File: src/rtl/axi4_to_tlul.sv
// rtl/axi4_to_tlul.sv - AXI4 slave to TL-UL host bridge
// Bursts are split into single-beat TL-UL requests with one transaction in flight.
module axi4_to_tlul #(
  parameter int DataWidth   = 64,
  parameter int AddrWidth   = 32,
  parameter int IdWidth     = 8,
  parameter int SourceWidth = 8,
  parameter int MaxSize     = 6
) (
  input  logic                     clk_i,
  input  logic                     rst_i,
  input  logic [IdWidth-1:0]       axi_awid,
  input  logic [AddrWidth-1:0]     axi_awaddr,
  input  logic [7:0]               axi_awlen,
  input  logic [2:0]               axi_awsize,
  input  logic [1:0]               axi_awburst,
  input  logic                     axi_awvalid,
  output logic                     axi_awready,
  input  logic [DataWidth-1:0]     axi_wdata,
  input  logic [DataWidth/8-1:0]   axi_wstrb,
  input  logic                     axi_wlast,
  input  logic                     axi_wvalid,
  output logic                     axi_wready,
  output logic [IdWidth-1:0]       axi_bid,
  output logic [1:0]               axi_bresp,
  output logic                     axi_bvalid,
  input  logic                     axi_bready,
  input  logic [IdWidth-1:0]       axi_arid,
  input  logic [AddrWidth-1:0]     axi_araddr,
  input  logic [7:0]               axi_arlen,
  input  logic [2:0]               axi_arsize,
  input  logic [1:0]               axi_arburst,
  input  logic                     axi_arvalid,
  output logic                     axi_arready,
  output logic [IdWidth-1:0]       axi_rid,
  output logic [DataWidth-1:0]     axi_rdata,
  output logic [1:0]               axi_rresp,
  output logic                     axi_rlast,
  output logic                     axi_rvalid,
  input  logic                     axi_rready,
  output logic [AddrWidth-1:0]     tl_a_address,
  output logic [DataWidth-1:0]     tl_a_data,
  output logic [DataWidth/8-1:0]   tl_a_mask,
  output logic [2:0]               tl_a_opcode,
  output logic [MaxSize-1:0]       tl_a_size,
  output logic [SourceWidth-1:0]   tl_a_source,
  output logic                     tl_a_valid,
  input  logic                     tl_a_ready,
  input  logic [DataWidth-1:0]     tl_d_data,
  input  logic [2:0]               tl_d_opcode,
  input  logic [SourceWidth-1:0]   tl_d_source,
  input  logic [1:0]               tl_d_error,
  input  logic                     tl_d_valid,
  output logic                     tl_d_ready
);
  localparam int LaneBytes = DataWidth / 8;
  localparam int LaneBits  = $clog2(LaneBytes);

  localparam logic [2:0] OpPutFull       = 3'd0;
  localparam logic [2:0] OpPutPartial    = 3'd1;
  localparam logic [2:0] OpGet           = 3'd4;
  localparam logic [2:0] OpAccessAck     = 3'd0;
  localparam logic [2:0] OpAccessAckData = 3'd1;
  localparam logic [1:0] RespOkay        = 2'b00;
  localparam logic [1:0] RespSlverr      = 2'b10;
  localparam logic [1:0] BurstFixed      = 2'b00;
  localparam logic [1:0] BurstWrap       = 2'b10;

  typedef enum logic [3:0] {
    IDLE, W_DATA, W_REQ, W_RESP, W_DRAIN, B_RESP, R_REQ, R_RESP, R_DATA
  } state_e;

  state_e                 state;
  logic [IdWidth-1:0]     id_q;
  logic [AddrWidth-1:0]   addr_q;
  logic [7:0]             cnt_q;
  logic [2:0]             size_q;
  logic [1:0]             burst_q;
  logic                   err_q;
  logic                   prio_write_q;
  logic [DataWidth-1:0]   a_data_q;
  logic [LaneBytes-1:0]   a_mask_q;
  logic [2:0]             a_opcode_q;
  logic [DataWidth-1:0]   rdata_q;
  logic [1:0]             rresp_q;
  logic                   rlast_q;
  logic [1:0]             bresp_q;

  function automatic logic [LaneBytes-1:0] lane_mask(input logic [LaneBits-1:0] off,
                                                     input logic [2:0] sz);
    logic [2*LaneBytes-1:0] span;
    span = ((2*LaneBytes)'(1) << (32'd1 << sz)) - (2*LaneBytes)'(1);
    return LaneBytes'(span << off);
  endfunction

  function automatic logic [AddrWidth-1:0] step_addr(input logic [AddrWidth-1:0] a,
                                                     input logic [2:0] sz,
                                                     input logic [1:0] burst);
    logic [AddrWidth-1:0] inc;
    inc = AddrWidth'(1) << sz;
    if (burst == BurstFixed) return a;
    return (a & ~(inc - AddrWidth'(1))) + inc;
  endfunction

  logic                 idle, grant_w, grant_r, ill_aw, ill_ar, d_err_w, d_err_r;
  logic [AddrWidth-1:0] next_addr;
  logic                 unused_inputs;

  // Reset gates the address-channel readies so nothing is accepted while held.
  assign idle    = (state == IDLE) && !rst_i;
  assign grant_w = idle && axi_awvalid && (!axi_arvalid || prio_write_q);
  assign grant_r = idle && axi_arvalid && !grant_w;
  assign ill_aw  = (axi_awburst == BurstWrap) || (axi_awsize > 3'(LaneBits));
  assign ill_ar  = (axi_arburst == BurstWrap) || (axi_arsize > 3'(LaneBits));
  assign d_err_w = (tl_d_error != 2'b00) || (tl_d_opcode != OpAccessAck);
  assign d_err_r = (tl_d_error != 2'b00) || (tl_d_opcode != OpAccessAckData);
  assign next_addr     = step_addr(addr_q, size_q, burst_q);
  assign unused_inputs = ^{axi_wlast, tl_d_source};

  assign axi_awready  = grant_w;
  assign axi_arready  = grant_r;
  assign axi_wready   = (state == W_DATA) || (state == W_DRAIN);
  assign tl_a_valid   = (state == W_REQ) || (state == R_REQ);
  assign tl_d_ready   = (state == W_RESP) || (state == R_RESP);
  assign axi_bvalid   = (state == B_RESP);
  assign axi_rvalid   = (state == R_DATA);
  assign axi_bid      = id_q;
  assign axi_bresp    = bresp_q;
  assign axi_rid      = id_q;
  assign axi_rdata    = rdata_q;
  assign axi_rresp    = rresp_q;
  assign axi_rlast    = rlast_q;
  assign tl_a_address = addr_q;
  assign tl_a_data    = a_data_q;
  assign tl_a_mask    = a_mask_q;
  assign tl_a_opcode  = a_opcode_q;
  assign tl_a_size    = MaxSize'(size_q);
  assign tl_a_source  = SourceWidth'(id_q);

  always_ff @(posedge clk_i or posedge rst_i) begin
    if (rst_i) begin
      state        <= IDLE;
      id_q         <= '0;
      addr_q       <= '0;
      cnt_q        <= '0;
      size_q       <= '0;
      burst_q      <= '0;
      err_q        <= 1'b0;
      prio_write_q <= 1'b1;
      a_data_q     <= '0;
      a_mask_q     <= '0;
      a_opcode_q   <= '0;
      rdata_q      <= '0;
      rresp_q      <= '0;
      rlast_q      <= 1'b0;
      bresp_q      <= '0;
    end else begin
      case (state)
        IDLE: begin
          // The pointer only moves when both channels contend.
          if (axi_awvalid && axi_arvalid) prio_write_q <= !grant_w;
          if (grant_w) begin
            id_q    <= axi_awid;
            addr_q  <= axi_awaddr;
            cnt_q   <= axi_awlen;
            size_q  <= axi_awsize;
            burst_q <= axi_awburst;
            err_q   <= ill_aw;
            state   <= ill_aw ? W_DRAIN : W_DATA;
          end else if (grant_r) begin
            id_q    <= axi_arid;
            addr_q  <= axi_araddr;
            cnt_q   <= axi_arlen;
            size_q  <= axi_arsize;
            burst_q <= axi_arburst;
            err_q   <= ill_ar;
            if (ill_ar) begin
              rdata_q <= '0;
              rresp_q <= RespSlverr;
              rlast_q <= (axi_arlen == 8'd0);
              state   <= R_DATA;
            end else begin
              a_opcode_q <= OpGet;
              a_mask_q   <= lane_mask(axi_araddr[LaneBits-1:0], axi_arsize);
              state      <= R_REQ;
            end
          end
        end
        W_DATA: if (axi_wvalid) begin
          a_data_q   <= axi_wdata;
          a_mask_q   <= axi_wstrb;
          a_opcode_q <= (axi_wstrb == lane_mask(addr_q[LaneBits-1:0], size_q)) ?
                        OpPutFull : OpPutPartial;
          state      <= W_REQ;
        end
        W_REQ: if (tl_a_ready) state <= W_RESP;
        W_RESP: if (tl_d_valid) begin
          err_q <= err_q || d_err_w;
          if (cnt_q == 8'd0) begin
            bresp_q <= (err_q || d_err_w) ? RespSlverr : RespOkay;
            state   <= B_RESP;
          end else begin
            cnt_q  <= cnt_q - 8'd1;
            addr_q <= next_addr;
            state  <= W_DATA;
          end
        end
        W_DRAIN: if (axi_wvalid) begin
          if (cnt_q == 8'd0) begin
            bresp_q <= RespSlverr;
            state   <= B_RESP;
          end else begin
            cnt_q <= cnt_q - 8'd1;
          end
        end
        B_RESP: if (axi_bready) state <= IDLE;
        R_REQ: if (tl_a_ready) state <= R_RESP;
        R_RESP: if (tl_d_valid) begin
          rdata_q <= tl_d_data;
          rresp_q <= d_err_r ? RespSlverr : RespOkay;
          rlast_q <= (cnt_q == 8'd0);
          state   <= R_DATA;
        end
        R_DATA: if (axi_rready) begin
          if (cnt_q == 8'd0) begin
            state <= IDLE;
          end else begin
            cnt_q  <= cnt_q - 8'd1;
            addr_q <= next_addr;
            if (err_q) begin
              rlast_q <= (cnt_q == 8'd1);
            end else begin
              a_mask_q <= lane_mask(next_addr[LaneBits-1:0], size_q);
              state    <= R_REQ;
            end
          end
        end
        default: state <= IDLE;
      endcase
    end
  end
endmodule

File: config.mk
export PLATFORM = sky130hd
export DESIGN_NAME = axi4_to_tlul
export DESIGN_NICKNAME = d
export VERILOG_FILES = /design/src/rtl/axi4_to_tlul.sv
export SDC_FILE = /design/constraint.sdc
export NUM_CORES = 1
export LEC_CHECK = 0
export ABC_AREA = 1
export CORE_AREA = 2 2 183 185
export CTS_BUF_LIST = sky130_fd_sc_hd__clkbuf_8
export CTS_CLUSTER_DIAMETER = 80
export DETAILED_ROUTE_END_ITERATION = 8
export DIE_AREA = 0 0 185 187
export MAX_ROUTING_LAYER = met4
export PLACE_DENSITY = 0.74
export REMOVE_ABC_BUFFERS = 1
export SYNTH_ARGS = -nofsm -noshare
export SYNTH_HDL_FRONTEND = slang
export SYNTH_SLANG_ARGS = --single-unit
File: constraint.sdc
create_clock -name clk_i -period 12 [get_ports clk_i]
set_input_delay 1.8 -clock clk_i [delete_from_list [all_inputs] [get_ports clk_i]]
set_output_delay 1.8 -clock clk_i [all_outputs]
set_load 0.02 [all_outputs]
==> Yosys cells after proc, flatten, opt, wreduce, memory -nomap -nowiden <==
Index checks and enable logic that the tools add are counted.
{ "op_classes": {"n_lt_le_gt_ge": 2, "div": 0, "muxes": 82, "addsub": 5, "eq_ne": 32, "mul": 0, "n_shift": 7, "bitwise_logic": 2, "reduce_logical": 45} }
{ "ops": {"columns": ["op", "count"], "rows": [
  ["$mux 64", 4],
  ["$mux 32", 7],
  ["$pmux 64 s2", 1],
  ["$mux 8", 15],
  ["$pmux 32 s3", 1],
  ["$shl 1x3->32 const A", 2],
  ["$shl 1x32->16 const A", 2],
  ["$mux 4", 14],
  ["$shl 16x3->8", 3],
  ["$pmux 4 s9", 1],
  ["$add 32x32->32", 1],
  ["$and 32x32->32", 1],
  ["$not 32->32", 1],
  ["$pmux 8 s4", 1],
  ["$sub 16x2->16 const B", 2],
  ["$sub 32x1->32 const B", 1],
  ["$mux 2", 12],
  ["$mux 3", 8],
  ["$ne 2x2->1 const B", 12],
  ["$pmux 8 s3", 1],
  ["$reduce_and 5->1", 4],
  ["$eq 4x3->1 const B", 4],
  ["$logic_not 8->1", 2],
  ["$reduce_and 8->1", 2],
  ["29 further kinds", 73]
]} }
{ "word_totals": {"ff_bits": 203, "rom_bits": 0, "latch_bits": 0, "ramBits": 0, "input_bits": 265, "memories": 0} }

==> Logic depth before layout (Yosys ltp) <==
{ "logic_depth": {"word_depth": 11, "mapped_depth": 20} }

==> Worst setup path after synthesis <==
OpenSTA, ideal clock, no wires.
{ "synth_path": {"path_kind": "input-to-output", "from": "input port rst_i", "to": "output port axi_arready", "cell_stages": 6, "required_time_ps": 10200, "path_slack_ps": 2682, "arrival_ps": 7518, "path_buffers": 2, "path_cell_list": "inv_1 nand3b_2 inv_2 buf_2 buf_2 nor2_1"} }
{ "synth_between": {"elab_chain_cells": 6} }
{ "synth_lines": {"columns": ["element", "line_no", "rtl"], "rows": [
  ["start, declared", "11", "input logic rst_i,"],
  ["$logic_not 1->1 (no line)", null, null],
  ["$logic_and 1x1->1", "110", "assign idle = (state == IDLE) && !rst_i;"],
  ["$logic_and 1x1->1 (2 in series)", "111", "assign grant_w = idle && axi_awvalid && (!axi_arvalid || prio_write_q);"],
  ["net axi_awready", "18", "output logic axi_awready,"],
  ["$logic_not 1->1", "112", "assign grant_r = idle && axi_arvalid && !grant_w;"],
  ["$logic_and 1x1->1", "112", null],
  ["end, declared", "34", "output logic axi_arready,"]
]} }
The timed path passes the listed nets, and every way through them passes these cells.

==> Worst setup path in the final report <==
{ "layout_path": {"from": "input port rst_i", "to": "output port axi_awready"} }
{ "layout_between": {"elab_chain_cells": 4} }
{ "layout_lines": {"columns": ["element", "line_no"], "rows": [
  ["$logic_not 1->1 (no line)", null],
  ["$logic_and 1x1->1", "110"],
  ["$logic_and 1x1->1 (2 in series)", "111"],
  ["end, declared", "18"]
]} }
Every way passes these cells.

==> results.md <==
- Status: finished, final reports clean
- Site Rows: 67
- R2R Path Start: state[1]
- Hold Startpoint: tl_a_data[5]
- CP Cell Sequence: clkdlybuf4s50_1 -> inv_8 -> nand3b_2 -> inv_2 -> buf_4 -> clkdlybuf4s50_1
- CP Data Arrival Time: 4540 ps
- Largest net degree at the start of global routing: 132
- Crit end category: output port
- End of the worst hold path: tl_a_data[5]
- Gr usage total: 24.7%
- Sw Pwr: 1.95 mW
- TNS Setup: 0 ps
- M1 WL: 17.6 mm
- RePlAce Congestion: 0.968
- Fraction of layout cells with a size suffix above 1: 4.38%
- Worst VDD drop: 126 uV
- Hold Buf Count CTS: 0
- Hold Path Class: flip-flop to flip-flop
- Tcrit/Tclk final: 52.8%
- Sw Share: 49.3%
- Syn_area_per_cell: 7.01 um2
- Power share of the sequential group: 29.6%
- Worst setup margin: 5660 ps
- Clock Tree Buf Depth: 2
- RR Endpoint: tl_a_address[22]
- Via density: 4.94
- Post-CTS Setup Bufs: 0
- Initial core utilization: 34.9%
- Synth cell types: 53
- Clk network pwr share: 11.6%
- Die ar.: 0.0346 mm2
- Cells after DPL: 2472
- Startpoint Class: primary input
- Worst slack at placement: 5640 ps
- Met2 wire length: 19.6 mm
- Post-DP HPWL: 31.3 mm
- Synth top cells by count: nand2_1, dfrtp_1, nor2_1
- Register bit total from synthesis: 200
- Die height: 187 um
- Final Core Density: 50.8%
- 1st-pass router iterations: 5
- Yosys warnings: 0
- Max Fanout on Critical Path: 81
- Pint: 2.01 mW
- CP Buf/Inv Count: 5
- CP Class: primary input to output port
- H-tree depth: 4
- DR top layer: met4
- Worst reg2reg path depth: 10
- Core region area: 0.0329 mm2
- Power per Cell Area: 237 mW/mm2
- Initial antenna violation count: 2
- WL met3: 3.31 mm
- P_leak: 7.50 nW
- Gate power share: 58.8%
- Initial detailed-routing violation count: 774
- Crit path time final: 6340 ps
- Post-CTS sizing: 0
- CP required: 10200 ps
- Clock Sinks: 200
- Final nets: 2314
- Number of global-route vias before repair: 12065
- Seq/Total Area, Yosys: 43.7%
- Routed len/inst: 16.8 um
- Clk slew on worst S/H paths: 100 ps
- First-pass GRT wire length: 65.0 mm
- Cell count after synthesis: 1635
- Grt ovf: 0
- Slowest cell on crit path: clkdlybuf4s50_1
- Final Skew: 21.2 ps
- Post-synth EDFFs: 0
- Final Hold Fails: 0
- Post-Layout Cell Count: 2505
- Post-Route WL: 42.1 mm
- Worst skew pair latency: 510 ps
- Top achievable clock speed: 158 MHz
- Area delta synth->final: 45.8%
- Most frequent cell after synthesis: nand2_1
- Post-route antenna net violation count: 0
- Clock root cell: clkbuf_8
- Most used flip-flop cell after synthesis: dfrtp_1
- Asr flop ratio synth: 100%
- Hold path depth: 2
- Final setup violation count: 0
- Delay-heaviest family, CP: buffers and inverters
- Die X-Extent: 185 um
- DR DRC count: 0
- Num CTS Buffers: 17
- Fillers: 3199
- Top cells by area, synth: dfrtp_1, nand2_1, o21ai_0, nor2_1, inv_1
- CTS tree: done
- Rel. slew slack: 24.0%
- Slew of the pin with the lowest slew margin: 1140 ps
- MaxCap Viol Count: 0
- Synth Cell Area: 0.0115 mm2
- R2R setup slack: 8040 ps
- Vias: 12384
- Yosys top cell area share: 43.4%
- Input/output buffers: 462
- RSZ-0062 raised after global routing: no
- IO Count: 478
- Area leader, netlist: dfrtp_1
- CP most frequent cell: clkdlybuf4s50_1
- Max stage delay on crit path: 680 ps
- Final slew viol count: 0
-- placed cells by master (no fill, tap or decap), drive strengths merged --
| cell | instances |
|---|---|
| mux2 | 1 |
| nand2 | 561 |
| o32ai | 1 |
| a21o | 1 |
| nand3 | 71 |
| nand4 | 22 |
| o21bai | 3 |
| diode | 2 |
| ha | 6 |
| a31oi | 27 |
| nor4 | 10 |
| o2111ai | 2 |
| a22oi | 1 |
| nor3b | 1 |
| a21oi | 59 |
| o211ai | 4 |
| o22ai | 14 |
| nor3 | 22 |
| xnor2 | 2 |
| inv | 151 |
| a211oi | 4 |
| clkdlybuf4s50 | 462 |
| o21ai | 182 |
| o221ai | 1 |
| a41oi | 1 |
| dfrtp | 199 |
| dfstp | 1 |
| bufinv | 1 |
| a21boi | 1 |
| or2 | 4 |
| clkinv | 4 |
| clkbuf | 20 |
| buf | 9 |
| nand2b | 1 |
| nand3b | 2 |
| nor2 | 191 |
| conb | 8 |
| clkinvlp | 1 |
| xor2 | 4 |
-- how the worst max path moves through the flow --
stage | startpoint | to | slack (ps) | cells after the start
2_1_floorplan | rst_i | state[3] | 990 | 6
3_3_place_gp | rst_i | axi_awready | 5670 | 6
3_5_place_dp | rst_i | axi_awready | 5640 | 6
4_1_cts | rst_i | axi_awready | 5640 | 6
5_1_grt | rst_i | axi_awready | 5530 | 6
6_report | rst_i | axi_awready | 5660 | 6
-- kinds of logic after synthesis --
logic type | share of synthesized area [%]
buffers and inverters | 8.86
DFF | 43.7
other | 0.0655
xor gates and xnor gates | 0.458
AOI/OAI and AO/OA | 14.3
adders and majority gates | 0.655
muxes | 0.0982
and+or+nand+nor | 31.9
-- worst reg2reg max path, delay by kind of cell (launching register included) --
kind	cells	cell delay (ps)
and+or+nand+nor	7	2030
buffers and inverters	2	1180
DFF	1	480
AOI/OAI and AO/OA	1	220
-- layout make-up --
| class | count | area, um2 | share of cell area (%) |
|---|---|---|---|
| clock inverters | 11 | 129 | 0.771 |
| well taps | 448 | 561 | 3.35 |
| inverters | 146 | 557 | 3.33 |
| repair buffers | 471 | 4690 | 28.1 |
| clock buffers | 20 | 275 | 1.65 |
| multi-input cells | 1207 | 5480 | 32.8 |
| flip-flops and latches | 200 | 5010 | 30.0 |
| diodes | 2 | 5.00 | 0.0300 |
-- metrics by stage --
step                      hold slack [ps]  total power [mW]  area, um2
after global placement                453              3.46      16300
final                                 482              3.97      16700
after detailed placement              458              3.51      16300
after global routing                  499              4.27      16700
after floorplan                       468              2.47      11000
after CTS                             485              3.98      16700
-- power by group through the flow --
stage	combinational [mW]	sequential, mW	clock [mW]
final	2.33	1.18	0.460
after global routing	2.56	1.21	0.501
after CTS	2.33	1.17	0.477
after detailed placement	2.32	1.18	0
after global placement	2.29	1.17	0
after floorplan	1.05	1.42	0
-- registers in the layout, indices dropped and copies added (netlist names), 2 cells and up --
| signal | cells |
|---|---|
| tl_a_data | 64 |
| tl_a_opcode | 2 |
| state | 4 |
| tl_a_address | 32 |
| burst_q | 2 |
| axi_bid | 8 |
| cnt_q | 8 |
| axi_rdata | 64 |
| size_q | 3 |
| tl_a_mask | 8 |
-- routing by layer --
metal	track usage (%)	up-vias
li1	-	6059
met1	29.9	5728
met2	39.3	522
met3	5.86	75
met4	10.8	0
met5	-	-
No activity file was read; power rests on OpenSTA's default activity.
==> patch: new RTL, config.mk and constraints unchanged <==
Change the parameter `MaxSize` from 6 to 7.
--- a/src/rtl/axi4_to_tlul.sv
+++ b/src/rtl/axi4_to_tlul.sv
@@ -5,7 +5,7 @@
   parameter int AddrWidth   = 32,
   parameter int IdWidth     = 8,
   parameter int SourceWidth = 8,
-  parameter int MaxSize     = 6
+  parameter int MaxSize     = 7
 ) (
   input  logic                     clk_i,
   input  logic                     rst_i,
Interface: changed (resized tl_a_size); port bits go from 478 to 479. No check against the original RTL was run, so the function may have changed too.
==> patch against the unedited design <==
Sequential cell count unchanged. Routed wire length down 1.4%. Power down 1.8%. Clock power shrank 12%. Critical endpoint unchanged. Setup slack worse by 380 ps. Area after synthesis about the same. Final area decreased by 0.43%. Maximum frequency decreased by 5.7%.
==> patch: results (changes against the unedited design) <==
outcome: "finished clean"
worst_slew_margin_rel: 0.244  # +0.00488
place.port_buffers: 462  # unchanged
timing.clock.skew_ps: 9.82  # -11.4 ps
reg2reg_setup_slack_ps: 8430  # +390 ps
grt.met2_usage: 0.403  # +0.0101
design.final.nets: 2315  # +0.043%
power_leakage_nw: 7.48  # -0.30%
worst_hold_path.endpoint: "tl_a_data[3]$_DFFE_PP0P_"
use_met3: 0.0483  # -0.0103
reg2reg_to: "tl_a_mask[6]$_DFFE_PP0P_"
dpl_cell_area_um2: 16300  # about the same
ff2ff_path_depth: 16  # +6
drtPass1Iterations: 6  # +1
met3WireLength_um: 3090  # -6.9%
whs_ps: 476  # -6.14 ps
gr_layer_usage_met1: 0.299  # about the same
diodes: 0  # -2
period_share: 0.560  # +0.0318
number_of_global_route_vias_before_repair: 11818  # -2.0%
drive_gt1_frac: 0.0423  # -0.00148
detail_route.vias_per_cell: 4.96  # +0.25%
multi_input_gate_area_um2: 5490  # about the same
max-vdd-ir-drop_mv: 0.147  # +16%
worst_ep_arrival_time_ps: 4920  # +380 ps
synth_cells: 1636  # +0.061%
synth.yosys.warnings: 0  # unchanged
post-dp-hpwl_um: 30700  # -2.1%
drt_wl_total_um: 41500  # -1.4%
hp-start: "tl_a_data[3]$_DFFE_PP0P_"
detailedRoute.firstIterationViolations: 834  # +7.8%
synth_area_leaders: "sky130_fd_sc_hd__dfrtp_1 43%, sky130_fd_sc_hd__nand2_1 18%, sky130_fd_sc_hd__o21ai_0 7.2%"
detailed_route_wire_length_on_metal_1_um: 17600  # +0.31%
gr-usage-all-layers: 0.243  # -0.00435
synth_seq_area_share: 0.436  # about the same
placement.setup.worst_slack_ps: 5210  # -425 ps
grt_first_pass_wirelength_um: 64000  # -1.5%
nFillCells: 3220  # +0.66%
synth-async-reset-ratio: 1.00  # unchanged
met2_length_um: 19800  # +1.1%
reg2reg_from: "size_q[0]$_DFFE_PP0P_"
final_instance_count_without_filler_cells: 2504  # -0.040%
critical_path_peak_fanout: 80  # -1.2%
initial_antenna_violation_count: 0  # -2
routabilityCongestion: 0.985  # +1.7%
-- patch: layout make-up --
| class | instances | share of cell area |
|---|---|---|
| multi-input combinational | 1208 | 0.330 |
| sequential | 200 | 0.301 |
| timing repair buffer | 471 | 0.282 |
| tap | 448 | 0.0337 |
| inverter | 146 | 0.0335 |
| clock buffer | 17 | 0.0141 |
| clock inverter | 14 | 0.00602 |
-- patch: logic make-up (layout without fill, tap and decap cells) --
| kind of cell | count (synthesis) | in the layout | synth area share |
|---|---|---|---|
| other | 2 | 9 | 0.000655 |
| DFF | 200 | 200 | 0.436 |
| AOI/OAI and AO/OA | 301 | 301 | 0.143 |
| muxes | 1 | 1 | 0.000982 |
| adders and majority gates | 6 | 6 | 0.00654 |
| and+or+nand+nor | 885 | 885 | 0.318 |
| xor gates and xnor gates | 6 | 6 | 0.00458 |
| buffers and inverters | 235 | 648 | 0.0892 |
-- patch: where the power goes --
group	leakage, nW	switching [mW]	internal (mW)
registers	2.54	0.242	0.925
clock network	0.179	0.261	0.144
logic	4.76	1.43	0.897
